$ cat src/rtl/instruction_fetch.sv
// Instruction fetch stage: owns the PC, reads 8-bit instruction words over a
// req/ack memory port, and holds them in an IR. Decode consumes the IR through
// an instr_valid/instr_ready handshake. Jump/branch redirects overwrite the PC.
// A memory request that waits too long for an ack sends the stage into a
// sticky error state, and only reset clears that state.

module instruction_fetch #(
  parameter int                  PC_WIDTH = 8,
  parameter logic [PC_WIDTH-1:0] RESET_PC = '0,
  parameter int                  TIMEOUT  = 15
) (
  input  logic                clock,
  input  logic                reset,
  input  logic                fetch_en,
  output logic                mem_req,
  output logic [PC_WIDTH-1:0] mem_addr,
  input  logic [7:0]          mem_rdata,
  input  logic                mem_ack,
  input  logic                redirect,
  input  logic [PC_WIDTH-1:0] redirect_pc,
  output logic                instr_valid,
  input  logic                instr_ready,
  output logic [1:0]          Opcode,
  output logic [2:0]          Funct,
  output logic [2:0]          operand,
  output logic [PC_WIDTH-1:0] instr_pc,
  output logic                fetch_err
);

  typedef enum logic [1:0] {
    ST_REQ   = 2'd0,
    ST_VALID = 2'd1,
    ST_IDLE  = 2'd2,
    ST_ERR   = 2'd3
  } state_t;

  localparam logic [7:0]          TIMEOUT_C = 8'(TIMEOUT);
  localparam logic [PC_WIDTH-1:0] PC_ONE    = {{(PC_WIDTH-1){1'b0}}, 1'b1};

  state_t              state_r;
  logic [PC_WIDTH-1:0] pc_r;
  logic [7:0]          ir_r;
  logic [PC_WIDTH-1:0] instr_pc_r;
  logic [7:0]          wait_cnt_r;

  // Fetch control FSM: state, PC, IR and wait counter advance together.
  always_ff @(posedge clock or posedge reset) begin
    if (reset) begin
      state_r    <= ST_REQ;
      pc_r       <= RESET_PC;
      ir_r       <= 8'h00;
      instr_pc_r <= '0;
      wait_cnt_r <= 8'd0;
    end else if (redirect && (state_r != ST_ERR)) begin
      // Redirect wins over everything. A same-cycle ack is dropped, and any
      // in-flight request is simply abandoned.
      pc_r       <= redirect_pc;
      wait_cnt_r <= 8'd0;
      state_r    <= fetch_en ? ST_REQ : ST_IDLE;
    end else begin
      case (state_r)
        ST_REQ: begin
          if (!fetch_en) begin
            state_r    <= ST_IDLE;
            wait_cnt_r <= 8'd0;
          end else if (mem_ack) begin
            ir_r       <= mem_rdata;
            instr_pc_r <= pc_r;
            pc_r       <= pc_r + PC_ONE;
            wait_cnt_r <= 8'd0;
            state_r    <= ST_VALID;
          end else if (wait_cnt_r == TIMEOUT_C) begin
            state_r    <= ST_ERR;
          end else begin
            wait_cnt_r <= wait_cnt_r + 8'd1;
          end
        end
        ST_VALID: begin
          if (instr_ready) begin
            state_r <= fetch_en ? ST_REQ : ST_IDLE;
          end else begin
            state_r <= ST_VALID;
          end
        end
        ST_IDLE: begin
          if (fetch_en) begin
            state_r <= ST_REQ;
          end else begin
            state_r <= ST_IDLE;
          end
        end
        ST_ERR: begin
          state_r <= ST_ERR;
        end
        default: begin
          state_r <= ST_ERR;
        end
      endcase
    end
  end

  // mem_req is gated by reset so that it drops as soon as reset rises, not at
  // the next clock edge.
  assign mem_req     = (state_r == ST_REQ) && fetch_en && !reset;
  assign mem_addr    = pc_r;
  assign instr_valid = (state_r == ST_VALID);
  assign fetch_err   = (state_r == ST_ERR);
  assign Opcode      = ir_r[7:6];
  assign Funct       = ir_r[5:3];
  assign operand     = ir_r[2:0];
  assign instr_pc    = instr_pc_r;

endmodule

$ cat config.mk
export PLATFORM = sky130hd
export DESIGN_NAME = instruction_fetch
export DESIGN_NICKNAME = d
export VERILOG_FILES = /design/src/rtl/instruction_fetch.sv
export SDC_FILE = /design/constraint.sdc
export NUM_CORES = 1
export LEC_CHECK = 0
export CAP_MARGIN = 20
export CORE_MARGIN = 4
export CORE_UTILIZATION = 45
export CTS_BUF_LIST = sky130_fd_sc_hd__clkbuf_4 sky130_fd_sc_hd__clkbuf_8
export DETAILED_ROUTE_END_ITERATION = 16
export PLACE_DENSITY = 0.77
export SLEW_MARGIN = 15
export SYNTH_ARGS = -nofsm -noshare
export SYNTH_HDL_FRONTEND = slang
export SYNTH_SLANG_ARGS = --single-unit
$ cat constraint.sdc
create_clock -name clock -period 3.1 [get_ports clock]
set_clock_uncertainty 0.2 [all_clocks]
set_input_delay 0.62 -clock clock [delete_from_list [all_inputs] [get_ports clock]]
set_output_delay 0.62 -clock clock [all_outputs]
set_load 0.02 [all_outputs]
==> flow_summary.ini <==
[run_status]
status = finished, final reports clean

[synth]
synth_fp_nets = 171
ys_ff_latch = 34
syn_area_um2 = 1630
synth_cell_types = 34
syn_inst = 147
yosysWarningCount = 0
seq_area_frac_synth_pct = 52.3
syn_avg_cell_area_um2 = 11.1

[worst_setup_path]
worst_ep_required_time_ns = 2.28
end_kind = output port
worstSetupPathType = in2out
reg2reg_depth = 4
critPathMaxFanout = 6
cp.arrival_ns = 2.04
start_kind = input port

[floorplanning]
pin_count = 49
coreArea_um2 = 3420
die_h_um = 68.1
initial_utilization_pct = 47.7
die_area_um2 = 4640
rows = 21
die_x_um = 68.1

[route]
drc = 0
wl_per_cell_um = 15.0
drt-vias-per-instance = 5.35
firstDrtPassIters = 4
totalWireLength_um = 3690
vias = 1315
drt_iter0_drc = 51
antenna_left = 0

[clock_network]
cts.clk_slew.worst_paths_ns = 0.09
cts_sinks = 34
post_cts_buffers = 0
cts_buffers = 5
cts_resized = 0
root_buffer = clkbuf_4
postCtsHoldBufs = 0
clock_path_buffers = 2
htree_levels = 2
worstSkewPairLatency_ns = 0.33
cts_tree = yes

[sta]
tns_ns = 0
worst_pin_slew_ns = 0.419
fin_crit_ns = 2.86
grt_setup_unrepaired = false
fmax_ghz = 0.350
setup_viol = 0
fin_hold_ws_ns = 0.313
finalCritPeriodShare_pct = 92.3
max_slew_margin_pct = 72.0
hold_viol = 0
drv_slew = 0

[power_and_ir_drop]
p_comb_share_pct = 41.1
p_int_mw = 0.974
ir_worst_vdd_v = 0.000229
pwr-share-clk_pct = 15.0
p_per_area_nw_per_um2 = 672
swShare_pct = 34.3
p_leak_nw = 0.958
seq_power_share_pct = 43.9
p_switching_mw = 0.509

[layout]
syn_to_final_growth_pct = 35.6
design_area_um2 = 2210
layout_commonest_cell = clkdlybuf4s50_1
antenna_cells = 0
final_nets = 224
drive_gt1_share_pct = 14.5
final_cell_mix = 48 x clkdlybuf4s50_1, 34 x dfrtp_1, 16 x mux2_2

[place]
port-buffer-count = 48
dp_hpwl_um = 2810
gp_congestion = 0.876
dpl_cell_area_um2 = 2160

[grt]
grt_pass1_wl_um = 5890
grt_pass1_vias = 1284
track_usage_pct = 17.2
overflow = 0
grt_max_degree = 35
antenna_found_initial = 0

[min_path]
worstHoldPathCells = 1
hold_path_class = reg2reg

[flow_run]
drv_cap = 0
## power groups by stage
stage | logic [mW] | clock network (mW) | registers [mW]
4_1_cts | 0.618 | 0.228 | 0.651
2_1_floorplan | 0.164 | 0 | 0.790
3_5_place_dp | 0.617 | 0 | 0.662
3_3_place_gp | 0.605 | 0 | 0.646
5_1_grt | 0.652 | 0.248 | 0.669
6_report | 0.610 | 0.222 | 0.651
## final cells by class
cell class / count / area, um2
Fill cell: 281 / 1210
Inverter: 5 / 18.8
Tap cell: 46 / 57.6
Timing Repair Buffer: 51 / 503
Clock buffer: 5 / 37.5
Sequential cell: 34 / 851
Clock inverter: 2 / 10.0
Multi-Input combinational cell: 103 / 729
## worst max-delay path, cell delays in order
cell	delay, ns
clkdlybuf4s50_1	0.58
nand2_1	0.11
nor2_1	0.11
clkdlybuf4s50_1	0.62
## layer usage
metal  vias up  share of wire, %  routed length (um)  track usage (%)
li1        626                 -                   -                -
met1       625                40                1470             20.5
met2        56                51                1900             29.6
met3         8               6.8                 252             3.78
met4         0               1.7                  64             7.44
met5         -                 0                   0                0
## per-stage QoR
| step | total power [mW] | std cells | worst slack (ns) | utilization (%) |
|---|---|---|---|---|
| floorplan | 0.954 | 147 | 1.02 | - |
| global placement | 1.25 | 239 | 0.321 | 63.2 |
| detailed placement | 1.28 | 239 | 0.250 | 63.2 |
| CTS | 1.50 | 246 | 0.247 | 64.6 |
| global route | 1.57 | 246 | 0.201 | 64.6 |
| finish | 1.48 | 246 | 0.240 | 64.6 |
## state kept, by name (all words and copies together), names as in the netlist
name and count:
wait_cnt_r 8, instr_pc 8, state_r 2, ir_r 8, mem_addr 8
## synth_stat cells
| library cell | n | area (um2) |
|---|---|---|
| a211oi_1 | 1 | 7.51 |
| a211oi_2 | 1 | 12.5 |
| a21boi_0 | 1 | 7.51 |
| a21o_1 | 1 | 7.51 |
| a21oi_1 | 2 | 10.0 |
| a31oi_1 | 2 | 12.5 |
| a41oi_1 | 1 | 8.76 |
| and2_1 | 1 | 6.26 |
| and2b_1 | 1 | 7.51 |
| and3_1 | 4 | 25.0 |
| and4_1 | 1 | 8.76 |
| and4bb_2 | 2 | 25.0 |
| buf_2 | 2 | 10.0 |
| buf_4 | 2 | 15.0 |
| clkbuf_1 | 1 | 3.75 |
| dfrtp_1 | 34 | 851 |
| ha_1 | 2 | 25.0 |
| inv_1 | 5 | 18.8 |
| mux2_2 | 16 | 180 |
| mux2i_1 | 3 | 30.0 |
| nand2_1 | 14 | 52.6 |
| nand2b_1 | 3 | 18.8 |
| nand3_1 | 6 | 30.0 |
| nand4_1 | 2 | 12.5 |
| nor2_1 | 10 | 37.5 |
| nor4_1 | 1 | 6.26 |
| o2111ai_1 | 1 | 8.76 |
| o211ai_1 | 1 | 7.51 |
| o21ai_0 | 11 | 55.1 |
| or3_1 | 2 | 12.5 |
| or4_1 | 1 | 7.51 |
| or4b_1 | 1 | 10.0 |
| xnor2_1 | 1 | 8.76 |
| xor2_1 | 10 | 87.6 |
## worst paths after layout
path | slack, ns | start | endpoint
min reg2reg | 0.31 | ir_r[0]$_DFFE_PP0P_ | ir_r[0]$_DFFE_PP0P_
min in group asynchronous | 0.51 | reset | ir_r[2]$_DFFE_PP0P_
max reg2reg | 1.02 | state_r[0]$_DFFE_PP0P_ | instr_pc[0]$_DFFE_PP0P_
max in group asynchronous | 1.88 | reset | instr_pc[3]$_DFFE_PP0P_
min | 0.31 | ir_r[0]$_DFFE_PP0P_ | ir_r[0]$_DFFE_PP0P_
max | 0.24 | fetch_en | mem_req
## kinds of logic after synthesis
| logic type | Yosys count | synth area share (%) |
|---|---|---|
| and+or+nand+nor | 49 | 16.0 |
| DFF | 34 | 52.3 |
| AOI/OAI and AO/OA | 22 | 8.46 |
| muxes | 19 | 12.9 |
| xor gates and xnor gates | 11 | 5.92 |
| buffers and inverters | 10 | 2.92 |
| adders and majority gates | 2 | 1.54 |
Note: power is estimated with default switching activity, not from simulation.
